## src/rtl/hex8_disp_scan.sv

```systemverilog
// hex8_disp_scan: 8-digit multiplexed 7-segment driver (common anode, active-low).
// Inputs are snapshotted once per scan frame so mid-frame edits never tear the display.
// Optional: define HEX8_DISP_LZ_BLANK_EN to suppress leading zero digits.
module hex8_disp_scan #(
    parameter int unsigned SCAN_DIV     = 50000,
    parameter int unsigned BLINK_FRAMES = 64
) (
    input  logic        clk,
    input  logic        rst,
    input  logic [31:0] hex_data,
    input  logic [7:0]  blink,
    input  logic [7:0]  point,
    input  logic [7:0]  le,
    output logic [7:0]  AN,
    output logic [7:0]  SEGMENT,
    output logic        frame_tick
);

    localparam int unsigned DIV_W = (SCAN_DIV > 1) ? $clog2(SCAN_DIV) : 1;
    localparam int unsigned FRM_W = (BLINK_FRAMES > 1) ? $clog2(BLINK_FRAMES) : 1;
    localparam logic [DIV_W-1:0] DIV_LAST = DIV_W'(SCAN_DIV - 1);
    localparam logic [FRM_W-1:0] FRM_LAST = FRM_W'(BLINK_FRAMES - 1);

    // Hex nibble to gfedcba, active-low
    function automatic logic [6:0] seg7(input logic [3:0] n);
        logic [6:0] s;
        case (n)
            4'h0: s = 7'h40;
            4'h1: s = 7'h79;
            4'h2: s = 7'h24;
            4'h3: s = 7'h30;
            4'h4: s = 7'h19;
            4'h5: s = 7'h12;
            4'h6: s = 7'h02;
            4'h7: s = 7'h78;
            4'h8: s = 7'h00;
            4'h9: s = 7'h10;
            4'hA: s = 7'h08;
            4'hB: s = 7'h03;
            4'hC: s = 7'h46;
            4'hD: s = 7'h21;
            4'hE: s = 7'h06;
            default: s = 7'h0E;
        endcase
        return s;
    endfunction

`ifdef HEX8_DISP_LZ_BLANK_EN
    // Digits at or below the highest non-zero nibble stay visible; digit 0 always does
    function automatic logic [7:0] lz_mask(input logic [31:0] d);
        logic [7:0] m;
        logic       seen;
        m    = 8'h00;
        seen = 1'b0;
        for (int i = 7; i >= 1; i--) begin
            seen = seen | (d[i*4 +: 4] != 4'h0);
            m[i] = seen;
        end
        m[0] = 1'b1;
        return m;
    endfunction
`endif

    logic [DIV_W-1:0] div;
    logic [2:0]       idx;
    logic [FRM_W-1:0] frame_cnt;
    logic             phase;
    logic [31:0]      data_s;
    logic [7:0]       blink_s;
    logic [7:0]       point_s;
    logic [7:0]       le_s;
`ifdef HEX8_DISP_LZ_BLANK_EN
    logic [7:0]       lz_s;
`endif

    logic             div_wrap;
    logic             snap;
    logic [DIV_W-1:0] div_nxt;
    logic [2:0]       idx_nxt;
    logic             tick_nxt;
    logic             vis;
    logic [3:0]       nib;
    logic [7:0]       an_nxt;
    logic [7:0]       seg_nxt;

    // Scan sequencing, snapshot strobe and next output pattern
    always_comb begin
        div_wrap = 1'b0;
        snap     = 1'b0;
        div_nxt  = div;
        idx_nxt  = idx;
        tick_nxt = 1'b0;
        vis      = 1'b0;
        nib      = 4'h0;
        an_nxt   = 8'hFF;
        seg_nxt  = 8'hFF;

        div_wrap = (div == DIV_LAST);
        snap     = div_wrap && (idx == 3'd7);
        div_nxt  = div_wrap ? '0 : div + DIV_W'(1);
        idx_nxt  = div_wrap ? idx + 3'd1 : idx;
        // Registered one cycle early so the pulse lands on the snapshot cycle itself
        tick_nxt = (div_nxt == DIV_LAST) && (idx_nxt == 3'd7);

        vis = le_s[idx] & ~(blink_s[idx] & ~phase);
`ifdef HEX8_DISP_LZ_BLANK_EN
        vis = vis & lz_s[idx];
`endif
        nib = data_s[{idx, 2'b00} +: 4];
        if (vis) begin
            an_nxt  = ~(8'd1 << idx);
            seg_nxt = {~point_s[idx], seg7(nib)};
        end
    end

    // State, shadow registers and glitch-free registered outputs
    always_ff @(posedge clk or posedge rst) begin
        if (rst) begin
            div        <= '0;
            idx        <= 3'd0;
            frame_cnt  <= '0;
            phase      <= 1'b1;
            data_s     <= 32'h0;
            blink_s    <= 8'h00;
            point_s    <= 8'h00;
            le_s       <= 8'h00;
`ifdef HEX8_DISP_LZ_BLANK_EN
            lz_s       <= 8'h00;
`endif
            AN         <= 8'hFF;
            SEGMENT    <= 8'hFF;
            frame_tick <= 1'b0;
        end else begin
            div        <= div_nxt;
            idx        <= idx_nxt;
            AN         <= an_nxt;
            SEGMENT    <= seg_nxt;
            frame_tick <= tick_nxt;
            if (snap) begin
                data_s  <= hex_data;
                blink_s <= blink;
                point_s <= point;
                le_s    <= le;
`ifdef HEX8_DISP_LZ_BLANK_EN
                lz_s    <= lz_mask(hex_data);
`endif
                if (frame_cnt == FRM_LAST) begin
                    frame_cnt <= '0;
                    phase     <= ~phase;
                end else begin
                    frame_cnt <= frame_cnt + FRM_W'(1);
                end
            end
        end
    end

endmodule
```

## config.mk

```make
export PLATFORM = sky130hd
export DESIGN_NAME = hex8_disp_scan
export DESIGN_NICKNAME = d
export VERILOG_FILES = /design/src/rtl/hex8_disp_scan.sv
export SDC_FILE = /design/constraint.sdc
export NUM_CORES = 1
export LEC_CHECK = 0
export ABC_AREA = 1
export CORE_MARGIN = 5
export CORE_UTILIZATION = 40
export DETAILED_ROUTE_END_ITERATION = 8
export GPL_ROUTABILITY_DRIVEN = 0
export PLACE_DENSITY = 0.64
export SLEW_MARGIN = 5
export SYNTH_ARGS = -nofsm -noshare
export SYNTH_HDL_FRONTEND = slang
export SYNTH_SLANG_ARGS = --single-unit
export TNS_END_PERCENT = 10
```

## constraint.sdc

```tcl
create_clock -name clk -period 8 [get_ports clk]
set_input_delay 2 -clock clk [delete_from_list [all_inputs] [get_ports clk]]
set_output_delay 2 -clock clk [all_outputs]
set_load 0.01 [all_outputs]
```

==> results.md, run 1 <==
- Layout Cell Area excl Fill: 6140 um2
- Clock Path Buffers: 2
- Synthesized cell area: 5040 um2
- LEAKAGE: 2.85 nW
- Initial antenna violation count: 0
- Status: completed
- Worst R2R Path Depth: 6
- CP max FO: 1
- Max Cap Viol: 0
- Fin crit share: 42.4%
- Tot Pwr: 0.000971 W
- Fmax: 0.295 GHz
- Die Wd: 122 um
- Inserted Diodes: 0
- CTS sink cnt: 99
- Post-synthesis simple-gate area fraction: 31.9%
- Wire length per cell: 12.9 um
- Layout overhead on the synthesized area: 22.0%
- CP Depth: 1
- CP Capture Type: output port
- Remaining DRCs: 0
- Final hold violation count: 0
- Routed Antenna Nets: 0
- Final Core Density: 49.3%
- Multiplexer area fraction after synthesis: 0%
- Least-Margin Pin Slew: 1.12 ns
- CP top delay family: buffers and inverters
- Die footprint: 14900 um2
- Number of cell rows: 41
- Vias in the first global route: 4080
- I/O pins: 75
- Clk_lat worst skew: 0.34 ns
- IO buf count: 74
- Initial Util: 40.4%
- RSZ-0062 raised after global routing: false
- Largest family of logic cells by synthesized area: simple AND/OR/NAND/NOR gates
- Synth cell types: 32
- Fraction of layout cells with a size suffix above 1: 7.19%
- CTS tree: yes
- Root Buffer: clkbuf_16
- DP Area: 5850 um2
- Starting DRT DRC Count: 345
- CP max stage delay: 0.53 ns
- Slew HR: 25.4%
- Crit start category: flop
- Post-route minimum period: 3.39 ns
- Worst IR drop on VDD: 96.3 uV
- Cts repair resizes: 0
- Synth top area cells: dfrtp_1 41%, nand2_1 19%, dfstp_2 8.9%
- Crit path buf inv count: 1
- Final setup violation count: 0
- H-tree depth: 3
- Fin. max-slew vios: 0
- Drt total wl: 11.6 mm
- Clock Skew: 0.00595 ns
- Area leader, netlist: dfrtp_1
- Syn avg cell area: 7.72 um2
- R2R Path Start: idx[1]
- Adder-Cell Fraction of Synth Area: 3.48%
- Fillers: 1206
- Synth Area in Compound Gates: 5.98%
- Core region area: 12500 um2
- #FFs+latches synth: 99
- Crit path cell chain: clkdlybuf4s50_1
- Hpwl dp: 8.12 mm
- Yosys warns: 0
- Largest net degree at the start of global routing: 77
- Reg area: 2500 um2
- Setup tns final: 0 ns
- Num CTS Buffers: 9
- Hold slack: 0.473 ns
- First-pass GRT wire length: 19.4 mm
- Die span in y: 122 um
- Cells after Synth: 653
- First-pass DRT Iterations: 5
- Vias/cell: 4.77
- Post-synthesis sequential area ratio: 49.6%
- Yosys top cell area share: 40.7%
- Clock slew at reported path FFs: 0.07 ns
- XOR/XNOR Fraction of Synth Area: 1.04%
- R2R Setup Slk: 4.81 ns
- Crit path kind: flop to output port
- Worst Path Required: 6.00 ns
- Area of the multi-input gates: 2140 um2
- PD cells: 158 nW/um2
- Crit path DAT: 1.39 ns
- Number of setup buffers added after CTS: 0
- Worst hold path stage count: 2
- Hold Path End: data_s[30]
- Hold_sp: data_s[30]
- R2R Path End: frame_cnt[4]
- All-Layer GR Usage: 16.3%
- CP max stage cell: clkdlybuf4s50_1
- Nets@finish: 790
- Via count: 4267
- Gr ovfl total: 0
- Syn_nets: 725
- Hold WC Path Type: flop to flop
- Hold Buf Count CTS: 0
## through the flow
stage	setup slack (ns)	std cells
2_1_floorplan	3.44	653
3_3_place_gp	4.40	879
3_5_place_dp	4.37	879
4_1_cts	4.59	895
5_1_grt	4.48	895
6_report	4.61	895
## cell usage in the layout (no fill, tap or decap), drive strengths merged, types with 7 or more instances in the layout
cell | Yosys | routed
clkbuf | 6 | 9
inv | 64 | 64
nor2 | 66 | 66
ha | 14 | 14
o21ai | 40 | 40
a21oi | 12 | 12
clkdlybuf4s50 | 0 | 74
nand2 | 260 | 260
dfrtp | 82 | 82
nand3 | 52 | 52
nand4 | 7 | 7
dfstp | 17 | 17
## how the worst max path moves through the flow
stage,slack (ns),to,start
after floorplan,3.44,blink_s[0],rst
after global placement,4.40,data_s[24],rst
after detailed placement,4.37,data_s[24],rst
after CTS,4.59,SEGMENT[4],SEGMENT[4]
after global routing,4.48,frame_cnt[2],idx[1]
final,4.61,SEGMENT[4],SEGMENT[4]
## Yosys cell counts
master,instances
nand3_2,1
nand3b_1,2
nor3_1,2
nand2_1,259
nor2_1,61
xnor2_1,3
o21ai_1,8
dfrtp_1,82
and2_1,1
o21ai_0,31
nand4_2,1
nand4_1,6
nor2_4,1
ha_1,14
dfstp_2,17
o21ai_2,1
inv_1,58
buf_2,5
buf_4,3
or2_0,1
o211ai_1,3
inv_2,6
nand2_2,1
nand3_4,1
nand3_1,50
nor2_2,4
buf_6,8
a21oi_1,12
o21bai_1,2
clkbuf_1,5
clkbuf_2,1
xor2_1,3
## sequential cells by signal (all words and copies together) (netlist names), 3 cells and up
register	flops
SEGMENT	8
blink_s	8
data_s	32
div	16
frame_cnt	6
AN	8
idx	3
le_s	8
point_s	8
## final cells by class
class	count	area share, %
clock inverters	7	1.12
repair buffers	76	12.3
multi-input cells	468	34.8
inverters	64	3.95
well taps	172	3.50
flip-flops and latches	99	40.7
clock buffers	9	3.67
## logic make-up after synthesis
kind of cell | after synthesis
simple gates | 391
flops | 99
buf+inv | 86
compound gates | 57
fa+ha+maj | 14
xor+xnor | 6
## power breakdown
part	internal, W	switching (W)
combinational	0.0000245	0.0000141
sequential	0.000501	0
clock	0.000241	0.000190
## routing by layer
layer	up-vias	part of all wire, %	track usage (%)
met2	126	44	24.5
met5	-	0	0
li1	2159	-	-
met3	12	5.8	3.00
met1	1970	48	23.5
met4	0	1.4	6.09
(Power assumes the default switching activity.)
==> run 2: changes to the inputs <==
PLACE_DENSITY = 0.66   (was 0.64)
clock period = 2.92 ns   (was 8 ns; I/O delays follow)
==> results.md, run 2 (synthesis gave the netlist of run 1 again) <==
- Initial antenna violation count: 0
- R2R Path End: SEGMENT[5]
- R2R Setup Slk: 0.70 ns
- Slew HR: 65.7%
- Number of setup buffers added after CTS: 0
- Least-Margin Pin Slew: 0.514 ns
- LEAKAGE: 2.85 nW
- CP top delay family: simple AND/OR/NAND/NOR gates
- Final hold violation count: 0
- Worst Path Required: 3.16 ns
- Clock slew at reported path FFs: 0.06 ns
- CP max stage cell: dfrtp_1
- Status: completed
- PD cells: 415 nW/um2
- Vias in the first global route: 4194
- Tot Pwr: 0.00256 W
- P_int: 0.00202 W
- Hold WC Path Type: flop to flop
- Critical path origin: idx[0]
- Most frequent cells in the layout: 259 x nand2_1, 82 x dfrtp_1, 74 x clkdlybuf4s50_1
- Initial Util: 40.4%
- Fin. max-slew vios: 0
- Hold Path End: point_s[5]
- Clock Path Buffers: 2
- NetSw: 0.000539 W
- Remaining DRCs: 0
- Fmax: 0.451 GHz
- Clock power share: 42.2%
- Setup tns final: 0 ns
- Fraction of layout cells with a size suffix above 1: 7.29%
- Crit path DAT: 2.46 ns
- Worst R2R Path Depth: 12
- First-pass GRT wire length: 20.0 mm
- First-pass DRT Iterations: 5
- Layout overhead on the synthesized area: 22.5%
- Top cell by count, worst path: nand2_1
- Starting DRT DRC Count: 270
- Wire length per cell: 12.9 um
- Final setup violation count: 0
- Switch share: 21.0%
- H-tree depth: 3
- Crit path kind: flop to flop
- Routed Antenna Nets: 0
- CTS tree: yes
- Fin crit share: 76.0%
- Die footprint: 14900 um2
- Root Buffer: clkbuf_16
- Largest net degree at the start of global routing: 66
- Worst hold path stage count: 2
- Num CTS Buffers: 9
- Hpwl dp: 8.53 mm
- RSZ-0062 raised after global routing: false
- Hold slack: 0.477 ns
- Flop pwr share: 53.6%
- Core region area: 12500 um2
- CP Capture Type: flop
- Max Cap Viol: 0
- Worst IR drop on VDD: 220 uV
- R2R Path Start: idx[0]
- IO buf count: 74
- Via count: 4272
- All-Layer GR Usage: 16.4%
- Hold Buf Count CTS: 0
- Fillers: 1216
- Vias/cell: 4.75
- Clock Skew: 0.0105 ns
- Drt total wl: 11.6 mm
- Inserted Diodes: 0
- Crit path buf inv count: 2
- Number of cell rows: 41
- Crit start category: flop
- CP max stage delay: 0.42 ns
- Cts repair resizes: 0
- Max FFs per register: 32
- Gr ovfl total: 0
- Clk_lat worst skew: 0.34 ns
- Hold_sp: point_s[5]
- I/O pins: 75
- CTS sink cnt: 99
- Top reg by flops: data_s
- Nets@finish: 794
- Combinational share of power: 4.2%
- Post-route minimum period: 2.22 ns
- Largest registers: data_s (32), div (16)
- CP max FO: 33
- Most common cell after layout, fill and taps aside: nand2_1
- Die Wd: 122 um
- Die span in y: 122 um
- Crit path cell chain: buf_4 -> nor2_1 -> nor2_1 -> o21ai_0 -> nand2_1 -> o21ai_1 -> inv_1 -> ha_1 -> nand3_1 -> nand2_1 -> nand2_1 -> nand3_1
-- run 2: changes by cell type in the layout (fill, tap and decap cells not counted), sizes merged --
cell	change
bufinv	-1
clkbuf	+3
clkinv	-3
clkinvlp	+1
buf	+4
-- run 2: how the worst max path moves through the flow --
stage,endpoint,slack [ns],cells past startpoint
after floorplan,SEGMENT[2],0.94,12
after global placement,SEGMENT[2],0.87,11
after detailed placement,SEGMENT[5],0.72,12
after CTS,SEGMENT[5],0.70,12
after global routing,SEGMENT[3],0.44,12
final,SEGMENT[5],0.70,12
-- run 2: metal layers --
metal / track usage [%] / part of all wire, %
met1: 23.6 / 49
met2: 25.6 / 45
met3: 2.67 / 5.0
met4: 5.18 / 1.5
met5: 0 / 0
-- run 2: through the flow --
step           cell area, um2  setup slack [ns]  instances  util [%]
6_report                 6170             0.702        899      49.5
5_1_grt                  6170             0.442        899      49.5
4_1_cts                  6170             0.697        899      49.5
3_5_place_dp             5910             0.716        883      47.4
3_3_place_gp             5910             0.865        883      47.4
2_1_floorplan            5040             0.942        653         -
-- run 2: area by class of cell --
class | count | area (um2) | share of cell area [%]
Inverter | 64 | 244 | 3.95
Clock buffer | 12 | 236 | 3.83
Clock inverter | 4 | 28.8 | 0.466
Timing Repair Buffer | 80 | 811 | 13.1
Multi-Input combinational cell | 468 | 2140 | 34.6
Tap cell | 172 | 215 | 3.49
Sequential cell | 99 | 2500 | 40.5
-- run 2: power by group through the flow --
stage | clock network, W | logic, W | registers [W]
3_5_place_dp | 0 | 0.000111 | 0.00140
3_3_place_gp | 0 | 0.000110 | 0.00140
6_report | 0.00108 | 0.000108 | 0.00137
5_1_grt | 0.00116 | 0.000118 | 0.00137
4_1_cts | 0.00110 | 0.000112 | 0.00137
2_1_floorplan | 0 | 0.0000200 | 0.00140
-- run 2: worst register-to-register path: stages (launching register included) --
cell	delay (ns)
dfrtp_1	0.42
buf_4	0.25
nor2_1	0.15
nor2_1	0.05
o21ai_0	0.09
nand2_1	0.07
o21ai_1	0.35
inv_1	0.16
ha_1	0.25
nand3_1	0.13
nand2_1	0.07
nand2_1	0.05
nand3_1	0.08
==> run 3: changes to the inputs <==
clock period = 1.9 ns   (was 2.92 ns; I/O delays follow)
==> results.md, run 3 (synthesis gave the netlist of run 1 again) <==
- Max Cap Viol: 0
- Hold WC Path Type: primary input to asynchronous set/reset pin
- Worst Path Required: 2.19 ns
- Initial antenna violation count: 0
- Status: finished, violations left
- Max FFs per register: 32
- Final worst slack: -0.0938 ns
- Nets@finish: 819
- CP max FO: 10
- Pre-CTS setup slack: 0.0321 ns
- I/O pins: 75
- Crit path DAT: 2.29 ns
- Root Buffer: clkbuf_16
- NetSw: 0.000906 W
- P_int: 0.00326 W
- Wire length per cell: 13.5 um
- Clock Path Buffers: 2
- Combinational share of power: 4.2%
- Layout Cell Area excl Fill: 6570 um2
- Die footprint: 14900 um2
- H-tree depth: 3
- Die span in y: 122 um
- Die Wd: 122 um
- Post-route minimum period: 1.99 ns
- Final hold violation count: 0
- CTS tree: yes
- Remaining DRCs: 0
- Fillers: 1182
- Clk_lat worst skew: 0.35 ns
- CP Capture Type: flop
- Fmax: 0.502 GHz
- Core region area: 12500 um2
- RSZ-0062 raised after global routing: true
- Final setup violation count: 4
- Tot Pwr: 0.00417 W
- Clock Skew: 0.00949 ns
- Fraction of layout cells with a size suffix above 1: 13.2%
- Worst R2R Path Depth: 10
- CTS sink cnt: 99
- Flop pwr share: 50.6%
- Worst IR drop on VDD: 455 uV
- Routed Antenna Nets: 0
- Largest registers: data_s (32), div (16)
- Least-Margin Pin Slew: 0.376 ns
- Hpwl dp: 9.12 mm
- Switch share: 21.7%
- Starting DRT DRC Count: 236
- Crit path kind: flop to flop
- Layout overhead on the synthesized area: 30.3%
- Top reg by flops: data_s
- Area of the multi-input gates: 2200 um2
- Num CTS Buffers: 9
- Clock power share: 45.3%
- Initial Util: 40.4%
- IO buf count: 74
- Hold Buf Count CTS: 0
- Most common cell after layout, fill and taps aside: nand2_1
- Clock slew at reported path FFs: 0.07 ns
- First-pass GRT wire length: 20.2 mm
- Most frequent cells in the layout: 258 x nand2_1, 81 x dfrtp_1, 63 x clkdlybuf4s50_1
- Vias in the first global route: 4168
- Largest net degree at the start of global routing: 40
- Fin crit share: 105%
- Inserted Diodes: 0
- Drt total wl: 12.4 mm
- Gr ovfl total: 0
- Fin. max-slew vios: 0
- Via count: 4392
- First-pass DRT Iterations: 4
- DP Area: 6100 um2
- Number of cell rows: 41
- Slew HR: 74.9%
- All-Layer GR Usage: 17.0%
- PD cells: 635 nW/um2
- Reg area: 2500 um2
- Vias/cell: 4.75
- LEAKAGE: 3.01 nW
- Crit start category: flop
- Failing checks: negative setup slack
[run 3: changes by cell type in the layout (fill, tap and decap cells not counted), sizes merged]
cell / before / now
buf: 6 / 29
clkdlybuf4s50: 74 / 63
dlymetal6s2s: 0 / 10
inv: 64 / 66
bufinv: 0 / 1
clkbuf: 12 / 11
dlygate4sd2: 0 / 1
[run 3: routing by layer]
| metal | global-route usage [%] | wire length [um] | share of wire, % | up-vias |
|---|---|---|---|---|
| li1 | - | - | - | 2221 |
| met1 | 24.7 | 6010 | 48 | 2067 |
| met2 | 25.5 | 5660 | 45 | 91 |
| met3 | 3.09 | 587 | 4.7 | 13 |
| met4 | 6.44 | 184 | 1.5 | 0 |
| met5 | 0 | 0 | 0 | - |
[run 3: path summary, 6_finish.rpt]
path	start	to	slack, ns
min	rst	div[10]	0.40
min in group clk	frame_cnt[4]	frame_cnt[4]	0.48
max reg2reg	idx[0]	SEGMENT[2]	-0.09
min reg2reg	frame_cnt[4]	frame_cnt[4]	0.48
max	idx[0]	SEGMENT[2]	-0.09
max in group asynchronous	rst	idx[0]	0.98
[run 3: power groups by stage]
| stage | Combinational [W] | Clock, W | Sequential (W) |
|---|---|---|---|
| floorplan | 0.0000308 | 0 | 0.00215 |
| global placement | 0.000177 | 0 | 0.00215 |
| detailed placement | 0.000178 | 0 | 0.00215 |
| CTS | 0.000179 | 0.00193 | 0.00211 |
| global route | 0.000190 | 0.00202 | 0.00211 |
| finish | 0.000174 | 0.00189 | 0.00211 |
[run 3: repair_timing]
item,4_1_cts,5_1_grt
pin swaps,0,10
setup buffers,0,2
cloned,0,2
setup endpoints to repair,1,29
resized for setup,1,36
[run 3: area by class of cell]
class / instances / share of cell area [%]
multi-input cells: 468 / 33.5
flip-flops and latches: 99 / 38.1
well taps: 172 / 3.28
inverters: 64 / 3.77
repair buffers: 105 / 16.7
clock buffers: 9 / 3.43
clock inverters: 7 / 1.22
[run 3: worst max-delay path, stage by stage (launching register included)]
cell and delay (ns):
dfrtp_2 0.47, buf_4 0.16, clkbuf_16 0.15, o21ai_0 0.19
nand3_1 0.13, o21ai_2 0.10, inv_2 0.08, ha_4 0.16
nand3b_1 0.16, or2_0 0.23, nand3_1 0.08
[run 3: stage by stage]
step                      setup TNS, ns  utilization [%]  hold WS, ns  instances
after global routing              -1.43             52.7        0.413        924
final                            -0.219             52.7        0.398        924
after detailed placement              0             49.0        0.463        904
after global placement                0             49.0        0.461        904
after CTS                             0             51.4        0.396        920
after floorplan                  -0.218                -        0.444        653
